`src/rtl/ddr3_sniff_reader_pkg.sv`:
```
// Shared DDR3 command codes, beat geometry and reader state encoding for the
// sniff reader and its beat buffer.
package ddr3_sniff_reader_pkg;

    localparam logic [2:0] DDR3_CMD_WRITE = 3'b000;
    localparam logic [2:0] DDR3_CMD_READ  = 3'b001;

    localparam int BEAT_W         = 288;
    localparam int MASK_W         = 36;
    localparam int WORD_W         = 32;
    localparam int WORDS_PER_BEAT = BEAT_W / WORD_W;

    typedef enum logic [1:0] {
        ST_IDLE = 2'd0,
        ST_CMD  = 2'd1,
        ST_WAIT = 2'd2,
        ST_DONE = 2'd3
    } sniff_state_e;

endpackage

```
`src/rtl/ddr3_beat_buffer.sv`:
```
// Capture storage for one read burst: BEATS x 288-bit slots written a beat at a
// time, read back as 32-bit words through a registered port.
module ddr3_beat_buffer
    import ddr3_sniff_reader_pkg::*;
#(
    parameter int BEATS = 2,
    parameter int IDX_W = (BEATS > 1) ? $clog2(BEATS) : 1
) (
    input  logic              clk,
    input  logic              Reset,
    input  logic              wr_en,
    input  logic [IDX_W-1:0]  wr_idx,
    input  logic [BEAT_W-1:0] wr_data,
    input  logic [4:0]        rd_sel,
    output logic [WORD_W-1:0] rd_word
);

    localparam int NWORDS = WORDS_PER_BEAT * BEATS;

    logic [BEAT_W-1:0]        mem_q [BEATS];
    logic [NWORDS*WORD_W-1:0] flat;
    logic [WORD_W-1:0]        rd_word_d;
    logic [WORD_W-1:0]        rd_word_q;

    always_ff @(posedge clk) begin
        if (wr_en) begin
            mem_q[wr_idx] <= wr_data;
        end
    end

    // Beat 0 occupies the least significant end of the word space.
    for (genvar gi = 0; gi < BEATS; gi++) begin : g_flat
        assign flat[gi*BEAT_W +: BEAT_W] = mem_q[gi];
    end

    // Selects beyond the captured words read as zero.
    always_comb begin
        rd_word_d = '0;
        for (int w = 0; w < NWORDS; w++) begin
            if (32'(rd_sel) == w) begin
                rd_word_d = flat[w*WORD_W +: WORD_W];
            end
        end
    end

    always_ff @(posedge clk) begin
        if (Reset) begin
            rd_word_q <= '0;
        end else begin
            rd_word_q <= rd_word_d;
        end
    end

    assign rd_word = rd_word_q;

endmodule

```
`src/rtl/ddr3_sniff_reader.sv`:
```
// Issues one DDR3 read burst on the arbiter's low-priority port per request and
// captures the returned beats for word-wise readback, with a cycle timeout.
module ddr3_sniff_reader
    import ddr3_sniff_reader_pkg::*;
#(
    parameter int TIMEOUT_CYCLES = 4096,
    parameter int BEATS          = 2
) (
    input  logic              clk,
    input  logic              Reset,
    input  logic [31:0]       req_addr,
    input  logic              req_valid,
    output logic              req_ready,
    output logic              busy,
    output logic              done,
    output logic              err_timeout,
    input  logic [4:0]        rd_word_sel,
    output logic [31:0]       rd_word,
    output logic [2:0]        sniff_cmd,
    output logic [31:0]       sniff_addr,
    output logic              sniff_en,
    output logic [BEAT_W-1:0] sniff_wdf_data,
    output logic [MASK_W-1:0] sniff_wdf_mask,
    output logic              sniff_wdf_end,
    output logic              sniff_wdf_wren,
    input  logic              sniff_rdy,
    input  logic              sniff_wdf_rdy,
    input  logic [BEAT_W-1:0] sniff_rd_data,
    input  logic              sniff_rd_data_valid,
    input  logic              sniff_rd_data_end
);

    localparam int TMO_W = (TIMEOUT_CYCLES > 1) ? $clog2(TIMEOUT_CYCLES) : 1;
    localparam int CNT_W = $clog2(BEATS + 1);
    localparam int IDX_W = (BEATS > 1) ? $clog2(BEATS) : 1;
    localparam logic [TMO_W-1:0] TMO_LAST = TMO_W'(TIMEOUT_CYCLES - 1);
    localparam logic [CNT_W-1:0] BEATS_C  = CNT_W'(BEATS);

    sniff_state_e     state_q, state_d;
    logic [31:0]      addr_q, addr_d;
    logic [CNT_W-1:0] beat_cnt_q, beat_cnt_d;
    logic [TMO_W-1:0] tmo_cnt_q, tmo_cnt_d;
    logic             err_timeout_q, err_timeout_d;
    logic             done_q, done_d;
    logic             busy_q, busy_d;
    logic             sniff_en_q, sniff_en_d;
    logic             req_ready_q, req_ready_d;
    logic             beat_wr_en;
    logic [3:0]       unused_bits;

    always_comb begin
        state_d       = state_q;
        addr_d        = addr_q;
        beat_cnt_d    = beat_cnt_q;
        tmo_cnt_d     = tmo_cnt_q;
        err_timeout_d = err_timeout_q;
        beat_wr_en    = 1'b0;

        unique case (state_q)
            ST_IDLE, ST_DONE: begin
                if (req_valid) begin
                    addr_d        = {req_addr[31:3], 3'b000};
                    beat_cnt_d    = '0;
                    tmo_cnt_d     = '0;
                    err_timeout_d = 1'b0;
                    state_d       = ST_CMD;
                end
            end
            ST_CMD: begin
                if (tmo_cnt_q == TMO_LAST) begin
                    state_d       = ST_DONE;
                    err_timeout_d = 1'b1;
                end else begin
                    tmo_cnt_d = tmo_cnt_q + 1'b1;
                    if (sniff_rdy) begin
                        state_d = ST_WAIT;
                    end
                end
            end
            ST_WAIT: begin
                // Extra beats beyond the buffer depth are dropped; the count saturates.
                if (sniff_rd_data_valid && (beat_cnt_q < BEATS_C)) begin
                    beat_wr_en = 1'b1;
                    beat_cnt_d = beat_cnt_q + 1'b1;
                end
                // A burst end takes priority over a timeout landing in the same cycle.
                if (sniff_rd_data_valid && sniff_rd_data_end) begin
                    state_d = ST_DONE;
                end else if (tmo_cnt_q == TMO_LAST) begin
                    state_d       = ST_DONE;
                    err_timeout_d = 1'b1;
                end else begin
                    tmo_cnt_d = tmo_cnt_q + 1'b1;
                end
            end
            default: state_d = ST_IDLE;
        endcase

        req_ready_d = (state_d == ST_IDLE) || (state_d == ST_DONE);
        busy_d      = (state_d == ST_CMD) || (state_d == ST_WAIT);
        done_d      = (state_d == ST_DONE);
        sniff_en_d  = (state_d == ST_CMD);
    end

    always_ff @(posedge clk) begin
        if (Reset) begin
            state_q       <= ST_IDLE;
            addr_q        <= '0;
            beat_cnt_q    <= '0;
            tmo_cnt_q     <= '0;
            err_timeout_q <= 1'b0;
            done_q        <= 1'b0;
            busy_q        <= 1'b0;
            sniff_en_q    <= 1'b0;
            req_ready_q   <= 1'b1;
        end else begin
            state_q       <= state_d;
            addr_q        <= addr_d;
            beat_cnt_q    <= beat_cnt_d;
            tmo_cnt_q     <= tmo_cnt_d;
            err_timeout_q <= err_timeout_d;
            done_q        <= done_d;
            busy_q        <= busy_d;
            sniff_en_q    <= sniff_en_d;
            req_ready_q   <= req_ready_d;
        end
    end

    ddr3_beat_buffer #(
        .BEATS (BEATS),
        .IDX_W (IDX_W)
    ) u_buf (
        .clk     (clk),
        .Reset   (Reset),
        .wr_en   (beat_wr_en),
        .wr_idx  (beat_cnt_q[IDX_W-1:0]),
        .wr_data (sniff_rd_data),
        .rd_sel  (rd_word_sel),
        .rd_word (rd_word)
    );

    assign req_ready      = req_ready_q;
    assign busy           = busy_q;
    assign done           = done_q;
    assign err_timeout    = err_timeout_q;
    assign sniff_en       = sniff_en_q;
    assign sniff_cmd      = DDR3_CMD_READ;
    assign sniff_addr     = addr_q;
    assign sniff_wdf_data = '0;
    assign sniff_wdf_mask = '1;
    assign sniff_wdf_end  = 1'b0;
    assign sniff_wdf_wren = 1'b0;

    // This port only reads; write-data readiness and the sub-beat address bits are ignored.
    assign unused_bits = {sniff_wdf_rdy, req_addr[2:0]};

endmodule
```
`config.mk`:
```
export PLATFORM = sky130hd
export DESIGN_NAME = ddr3_sniff_reader
export DESIGN_NICKNAME = d
export VERILOG_FILES = /design/src/rtl/ddr3_sniff_reader_pkg.sv /design/src/rtl/ddr3_beat_buffer.sv /design/src/rtl/ddr3_sniff_reader.sv
export SDC_FILE = /design/constraint.sdc
export NUM_CORES = 1
export LEC_CHECK = 0
export ABC_AREA = 0
export CORE_AREA = 2 2 284 286
export DETAILED_ROUTE_END_ITERATION = 16
export DIE_AREA = 0 0 286 288
export HOLD_SLACK_MARGIN = 0.06
export SLEW_MARGIN = 40
export SYNTH_ARGS = -nofsm -noshare
export SYNTH_HDL_FRONTEND = slang
export SYNTH_SLANG_ARGS = --single-unit
```
`constraint.sdc`:
```
create_clock -name clk -period 28.6 [get_ports clk]
set_input_delay 7.15 -clock clk [delete_from_list [all_inputs] [get_ports clk]]
set_output_delay 7.15 -clock clk [all_outputs]
set_load 0.005 [all_outputs]
```
# Yosys cells after proc, flatten, opt, wreduce, memory -nomap -nowiden
# Memories as Yosys holds them, arrays and structs flattened.
# Cells that the tools add are included.
dict set report word_totals {
  mem_bits_rw 576
  ff_bits 82
  input_bits 332
  n_memories 1
  wordCells 92
  out_inout_bits 398
}
dict set report classes {
  n_mux 39
  eq_ne 27
  reduce_logical 12
  magnitude_cmp 1
  addsub 2
}
# name depth width read_ports rd_clocked_by_memory_dff wr line
set memory_table {}
lappend memory_table {u_buf.mem_q 2 288 2 0 1 ddr3_beat_buffer.sv:20} ;# logic [BEAT_W-1:0] mem_q [BEATS];
# cell n
set op_table {}
lappend op_table {{32-bit two-way mux} 18}
lappend op_table {{5-bit by 4-bit equality test with 1-bit output, second input constant} 8}
lappend op_table {{12-bit two-way mux} 3}
lappend op_table {{12-bit one-hot mux with 3 select lines} 1}
lappend op_table {{5-bit by 3-bit equality test with 1-bit output, second input constant} 4}
lappend op_table {{2-bit two-way mux} 7}
lappend op_table {{12-bit by 1-bit adder with 12-bit output, second input constant} 1}
lappend op_table {{12-bit equality test, second input constant} 1}
lappend op_table {{5-bit by 2-bit equality test with 1-bit output, second input constant} 2}
lappend op_table {{5-bit equality test, second input constant} 2}
lappend op_table {{2-bit equality test, second input constant} 4}
lappend op_table {{1-bit two-way mux} 7}
lappend op_table {{2-bit != test, second input constant} 3}
lappend op_table {{2-bit one-hot mux with 3 select lines} 1}
lappend op_table {{5-bit by 1-bit equality test with 1-bit output, second input constant} 1}
lappend op_table {{5-bit logical NOT} 1}
lappend op_table {{2-bit by 1-bit equality test with 1-bit output, second input constant} 2}
lappend op_table {{2-bit logical NOT} 2}
lappend op_table {{2-bit one-hot mux with 2 select lines} 1}
lappend op_table {{2-bit AND reduction} 2}
lappend op_table {{1-bit one-hot mux with 3 select lines} 1}
lappend op_table {{3-bit AND reduction} 1}
lappend op_table {{2-bit by 1-bit adder with 2-bit output, second input constant} 1}
lappend op_table {{1-bit logical AND} 2}
lappend op_table {{4 further kinds} 5}

# Depth between registers and ports, before layout
# Gate-level depths: netlist (run 1).
dict set report logic_depth {
  ltp_word 19
  ltp_mapped 11
  depth_no_buf 10
}

# Hierarchy
# From an unflattened synthesis (run 1), not the netlist that was laid out.
dict set report hier_totals {
  hier_cells 2066
  area_unflattened_um2 28182.0
}
# module instances area_each_um2 seq_area_each_um2 cells_per_inst
set by_module_without_submodules {}
lappend by_module_without_submodules {ddr3_beat_buffer 1 23643.9 17937.2 1478}
lappend by_module_without_submodules {ddr3_sniff_reader 1 4538.1 1001.0 588}

# Least setup slack after synthesis (run 1)
# No wires, ideal clock.
dict set report synth_timing {
  path_type {in2reg}
  startpoint {input port sniff_rd_data_valid}
  endpoint {memory u_buf.mem_q[0][0] (enable)}
  path_buffers 0
  arrival_ns 27.997
  setup_slack_ns -0.744
  t_required_ns 27.253
  stages 2
  setup_ns 1.347
  path_cell_list {nand2b_1 -> nor3b_1}
}
dict set report synth_between {
  elab_chain_len 5
}
# element line
set synth_lines {}
lappend synth_lines {{from (decl)} ddr3_sniff_reader.sv:29} ;# input logic sniff_rd_data_valid,
lappend synth_lines {{1-bit logical AND} ddr3_sniff_reader.sv:82} ;# if (sniff_rd_data_valid && (beat_cnt_q < BEATS_C)) begin
lappend synth_lines {{1-bit two-way mux} ddr3_sniff_reader.sv:82}
lappend synth_lines {{1-bit two-way mux} ddr3_sniff_reader.sv:59} ;# unique case (state_q)
lappend synth_lines {{1-bit two-way mux} ddr3_beat_buffer.sv:26} ;# if (wr_en) begin
lappend synth_lines {{1-bit two-way mux (not written as such)} ddr3_beat_buffer.sv:27} ;# mem_q[wr_idx] <= wr_data;
lappend synth_lines {{to (decl)} ddr3_beat_buffer.sv:20}
# Every way passes these cells.

# Worst setup path in the final report (run 1)
dict set report layout_timing {
  startpoint {input port rd_word_sel[1]}
  endpoint {register u_buf.rd_word_q[16], in the netlist u_buf.rd_word[16]}
}
dict set report layout_between {
  elab_chain_len 19
  elab_cells_between_ends 36
  classes_between {eq/ne (17); mux (18); reduce/logical (1)}
}
# element line
set layout_lines {}
lappend layout_lines {{from (decl)} ddr3_sniff_reader.sv:17} ;# input logic [4:0] rd_word_sel,
lappend layout_lines {{5-bit logical NOT} ddr3_beat_buffer.sv:40} ;# if (32'(rd_sel) == w) begin
lappend layout_lines {{32-bit two-way mux (17 in series)} ddr3_beat_buffer.sv:40}
lappend layout_lines {{32-bit two-way mux (*)} ddr3_beat_buffer.sv:40}
lappend layout_lines {{to (signal assigned)} ddr3_beat_buffer.sv:50} ;# rd_word_q <= rd_word_d;
lappend layout_lines {{to (decl)} ddr3_beat_buffer.sv:23} ;# logic [WORD_W-1:0] rd_word_q;
# Mark *: on every way between the ends. The rest lies on a longest branch, timed or not.
# A chain may end at the register's enable or synchronous reset.

==> results.ini, run 1 <==
[cells_and_area]
drive_above_1_share=0.0874
layout.nets=2820
synthToLayoutAreaGrowth_pct=22.4

[synthesis]
synth_top_area_frac=0.614
synth_xor_area_frac=0.00311
synth.avg_cell_area_um2=13.5
yosysTopAreaCell=edfxtp_1
synth_edf_count=576
synth_cell_type_count=85
synth_top_cells_by_count=576 x edfxtp_1, 340 x buf_4, 138 x a21oi_1, 138 x nand2_1, 96 x nor2_1
synth_top_family_by_area=compound AO/OA/AOI/OAI gates
synthArstFlopShare=0
synth.top_cells.by_area=edfxtp_1 61%, buf_4 9.1%, dfxtp_1 5.8%, a21oi_1 2.5%, nand2_1 1.8%
synth-compound-area-share=0.130
synthMuxAreaShare=0.0154
synth-simple-area-share=0.0686
synth_fa_ha_area_frac=0.00222
synth.most_common_cell=edfxtp_1
synth_seq_area_share=0.673
synthCells=2079
synth-seq-cells=658
yosys_warnings=0
synth_area_um2=28200
synthFlopType=edfxtp_1

[clock_network]
root_buffer=clkbuf_16
ctsResizeCount=0
cts_max_level=3
clk_pin_slew_ns=0.06
cts_sinks=658
post-cts-setup-buffers=0
cts_buffers=72
hold_buffers=0
clk_latency_ns=0.61
tritoncts=done
clk_path_buf_depth=3

[power]
intPower_uw=1750
ir_drop_mv=0.0479
combPwrFrac=0.105
switching_share=0.236
p_clk_frac=0.409
leakage_uw=0.0119
p_seq_frac=0.486
power_switching_uw=542
p_per_area_nw_per_um2=66.5

[grt]
antenna_found_initial=31
grt_pass1_wl_mm=128
grt_util_all_layers=0.218
grt-ovfl-total=0
grt_max_degree=109
grt_pass1_vias=18151

[placement]
place_hpwl_mm=62.4
routabilityCongestion=0.840
numPortBuffers=393
pre_cts_ws_ns=17.91

[hold_path]
hold_path_depth=2
min_to=sniff_addr[14]
hold_class=flop to flop
worstHoldStart=sniff_addr[14]

[critical_path]
cp-start-kind=primary input
r2r.worst_path.cells=6
slowest_delay_ns=0.67
cp_max_fo=38
slowest_stage=and2_1
rr_startpoint=state_q[0]
reg2reg_setup_slack_ns=25.09
r2r-end=u_buf.mem_q[0][127]
critPathKind=primary input to flop
critPathRequiredTime_ns=29.07
cp-end-kind=flop
path_cells=buf_2, buf_4, and3b_1, and2_1, nand2_1, o21ai_0, or2_2, o22ai_1
crit_arrival_ns=10.58

[sta]
fmax_mhz=99.0
final_max_slew_viol_count=0
slew_headroom=0.409
setup_viol=0
tns_ns=0
fin_crit_sh=0.353
worst_pin_slew_ns=0.886
grt_setup_unrepaired=false
fin_worst_skew_ns=0.0176
hold_viol=0
finalCriticalPeriod_ns=10.11
worst_slack_ns=18.49

[floorplanning]
dieWidth_um=286
fp.dieArea_um2=82400
start_util=0.354
core_area_um2=79600
core.rowCount=104
pin_count=730
die_y_um=288

[detailed_routing]
wirelength_mm=93.3
wire_per_inst_um=25.8
post_drt_via_cell_ratio=5.17
vias=18681
ant_nets=0
detail_route.first_pass.iterations=7
drt_iter0_drc=2063
drcViolationCount=0

[status]
outcome=finished clean

[run]
timing.max_cap.violations=0

[worst max-delay path by stage]
stage,start,end,slack (ns)
final,rd_word_sel[1],u_buf.rd_word[16],18.49
after floorplan,sniff_rd_data_valid,u_buf.mem_q[1][0],8.45
after global placement,sniff_rd_data_valid,u_buf.mem_q[0][191],17.50
after detailed placement,sniff_rd_data_valid,u_buf.mem_q[0][189],17.91
after CTS,sniff_rd_data_valid,u_buf.mem_q[0][248],18.56
after global routing,sniff_rd_data_valid,u_buf.mem_q[0][20],18.34
[cell usage in the layout (no fill, tap or decap), types with 11 or more instances in the layout]
cell and n:
buf_4 29, clkdlybuf4s50_1 389, o22a_1 18, a211oi_1 14, a21o_1 21, conb_1 332
clkbuf_16 73, a22oi_1 57, nand2_1 135, o22ai_1 44, o21ai_0 80, diode_2 13
o221ai_1 19, dfxtp_1 82, clkinv_2 15, mux2i_1 41, nor3_1 13, nand3_1 39
nand2b_1 12, o221a_2 11, inv_1 14, o32ai_1 11, edfxtp_1 576, clkinv_1 14
nor2_1 88, a21oi_1 137, o211ai_1 16, a221oi_1 24
[cell type report]
class | instances | area [um^2]
fill | 7276 | 45200
sequential | 658 | 18900
multi-input combinational | 1307 | 7520
timing repair buffer | 428 | 4220
clock buffer | 86 | 1910
tap | 1060 | 1330
clock inverter | 44 | 472
inverter | 16 | 60.1
antenna | 13 | 32.5
[critical path, delay by kind of cell]
family / cells / cell delay (ns)
AOI/OAI and AO/OA: 2 / 0.46
buffers and inverters: 2 / 1.12
and+or+nand+nor: 4 / 1.80
[routing by layer]
| metal | vias up | routed length, um | GRT usage | part of all wire |
|---|---|---|---|---|
| met5 | - | 230 | 0 | 0.0025 |
| met4 | 34 | 3180 | 0.0851 | 0.034 |
| met3 | 226 | 8270 | 0.0568 | 0.089 |
| met2 | 1062 | 46300 | 0.369 | 0.50 |
| met1 | 9298 | 35300 | 0.265 | 0.38 |
| li1 | 8061 | - | - | - |
[sequential cells by signal, summed over array words and instances, names as in the netlist]
register and cells:
u_buf.mem_q 576, u_buf.rd_word 32, sniff_addr 29, tmo_cnt_q 12
beat_cnt_q 2, state_q 2, busy 1, done 1
err_timeout 1, req_ready 1, sniff_en 1
[power groups by stage]
| stage | logic, uW | clock network (uW) | registers [uW] |
|---|---|---|---|
| 3_3_place_gp | 235 | 0 | 1130 |
| 6_report | 241 | 936 | 1110 |
| 3_5_place_dp | 240 | 0 | 1130 |
| 2_1_floorplan | 144 | 0 | 1150 |
| 4_1_cts | 241 | 953 | 1110 |
| 5_1_grt | 263 | 989 | 1120 |
[stage by stage]
step | hold slack (ns) | total power, uW | area (um^2) | utilization | cells
2_1_floorplan | 0.444 | 1290 | 29400 | - | 2409
3_3_place_gp | 0.442 | 1370 | 32000 | 0.401 | 3468
3_5_place_dp | 0.446 | 1370 | 32100 | 0.403 | 3469
4_1_cts | 0.453 | 2310 | 34400 | 0.432 | 3599
5_1_grt | 0.482 | 2370 | 34500 | 0.433 | 3611
6_report | 0.456 | 2290 | 34500 | 0.433 | 3612
[logic make-up after synthesis]
| logic type | Yosys count |
|---|---|
| AOI/OAI and AO/OA | 533 |
| xor gates and xnor gates | 10 |
| adders and majority gates | 5 |
| buffers and inverters | 444 |
| DFF | 658 |
| muxes | 43 |
| other | 2 |
| and+or+nand+nor | 384 |
(Power assumes the default switching activity.)
==> run 2: changes to the inputs <==
==> constraint.sdc (replaced) <==
create_clock -name clk -period 8.8 [get_ports clk]
set_input_delay 2.2 -clock clk [delete_from_list [all_inputs] [get_ports clk]]
set_output_delay 2.2 -clock clk [all_outputs]
set_load 0.005 [all_outputs]
==> run 2 against run 1 <==
Net effect: die area unchanged; combinational power rose to 3.2 times the previous value; sequential power rose to 3.3 times the previous value; register-to-register slack worse by 19 ns; utilization rose by 0.10 points; non-clock buffer count grew 2; sequential share of layout area shrank 0.13 points; flip-flop and latch count unchanged; hold slack got worse by 0.0020 ns; power increased to 3.2 times the previous value; global-route usage down 0.24 points; critical path type unchanged; highest routed layer unchanged.
==> results.ini, run 2 (same netlist as run 1, synthesis figures left out) <==
[floorplanning]
start_util=0.354
core.rowCount=104
core_area_um2=79600
die_y_um=288
pin_count=730
fp.dieArea_um2=82400
dieWidth_um=286

[clock_network]
cts_max_level=3
cts_buffers=72
root_buffer=clkbuf_16
post-cts-setup-buffers=0
tritoncts=done
clk_path_buf_depth=3
clk_latency_ns=0.62
clk_pin_slew_ns=0.06
ctsResizeCount=0
cts_sinks=658
hold_buffers=0

[critical_path]
rr_startpoint=tmo_cnt_q[0]
crit_arrival_ns=5.60
r2r-end=req_ready
cpMostUsedCell=buf_4
path_cells=buf_2, buf_4, buf_4, and3b_1, and2_1, nand2_1, o21ai_0, or2_2, o22ai_1
cp_max_fo=41
crit_start=rd_word_sel[1]
slowest_stage=and2_1
critPathRequiredTime_ns=9.29
r2r.worst_path.cells=9
critPathKind=primary input to flop
cp-end-kind=flop
slowest_delay_ns=0.77
reg2reg_setup_slack_ns=6.27
cp-start-kind=primary input

[sta]
fmax_mhz=195
final_max_slew_viol_count=0
grt_setup_unrepaired=false
fin_worst_skew_ns=0.0315
fin_crit_sh=0.581
finalCriticalPeriod_ns=5.12
worst_pin_slew_ns=0.921
tns_ns=0
setup_viol=0
hold_viol=0
slew_headroom=0.385

[cells_and_area]
largest_register_ffs=576
drive_above_1_share=0.0881
layout.nets=2822
final_common_cell=edfxtp_1
regMostFlops=u_buf.mem_q
layout_common_cells=576 x edfxtp_1, 388 x clkdlybuf4s50_1, 332 x conb_1, 137 x a21oi_1, 136 x nand2_1
fin_cells=3616
synthToLayoutAreaGrowth_pct=22.7

[grt]
grt_util_all_layers=0.215
grt_max_degree=138
grt-ovfl-total=0
antenna_found_initial=33
grt_pass1_vias=18310
grt_pass1_wl_mm=127

[power]
p_per_area_nw_per_um2=215
leakage_uw=0.0119
ir_drop_mv=0.140

[detailed_routing]
ant_nets=0
detail_route.first_pass.iterations=8
wire_per_inst_um=25.4
drt_iter0_drc=1939
post_drt_via_cell_ratio=5.18
wirelength_mm=92.0
vias=18730
drcViolationCount=0

[hold_path]
hold_path_depth=2
hold_class=flop to flop
min_to=sniff_addr[8]
worstHoldStart=sniff_addr[8]

[placement]
dp_cells=3470
place_hpwl_mm=62.1
numPortBuffers=393
routabilityCongestion=0.862

[run]
timing.max_cap.violations=0

[status]
outcome=finished clean

## run 2: cell count changes in the layout (fill, tap and decap cells not counted), moves of 3 or more
cell / delta
clkinv_1: -7
buf_4: +3
clkbuf_8: +6
clkbuf_1: +7
clkinv_16: +3
buf_6: -5
bufinv_16: -3
buf_12: +3
## run 2: where the power goes
group / switching, uW / internal (uW)
Combinational: 454 / 329
Sequential: 54.3 / 3570
Clock: 1280 / 1760
## run 2: layout make-up
type,instances,area [um^2]
Fill cell,7216,45100
Multi-Input combinational cell,1307,7510
Tap cell,1060,1330
Antenna cell,13,32.5
Clock buffer,98,1990
Timing Repair Buffer,430,4270
Inverter,16,60.1
Sequential cell,658,18900
Clock inverter,34,429
## run 2: how the worst max path moves through the flow
stage | to | slack (ns) | cells past startpoint
after global placement | u_buf.rd_word[16] | 2.95 | 8
after global routing | u_buf.rd_word[16] | 3.64 | 9
after floorplan | u_buf.mem_q[0][0] | -1.16 | 2
after CTS | u_buf.rd_word[16] | 3.51 | 8
after detailed placement | u_buf.rd_word[16] | 2.84 | 8
final | u_buf.rd_word[16] | 3.68 | 9
## run 2: stage by stage
step                 util  setup slack [ns]  hold WS (ns)  total power, uW  instance area (um^2)
floorplan               -             -1.16         0.450             4170                 29400
global placement    0.402              2.95         0.443             4440                 32000
detailed placement  0.403              2.84         0.449             4460                 32100
CTS                 0.433              3.51         0.456             7490                 34500
global route        0.434              3.64         0.473             7690                 34500
finish              0.434              3.68         0.454             7440                 34600
## run 2: critical path, delay by kind of cell
kind,cells,cell delay (ns)
buf+inv,3,0.96
compound gates,2,0.44
simple gates,4,1.98
## run 2: routing by layer
| layer | wire, um | track usage | up-vias |
|---|---|---|---|
| met4 | 3740 | 0.0999 | 34 |
| met1 | 34300 | 0.263 | 9273 |
| met2 | 45400 | 0.362 | 1128 |
| li1 | - | - | 8063 |
| met5 | 218 | 0 | - |
| met3 | 8280 | 0.0494 | 232 |
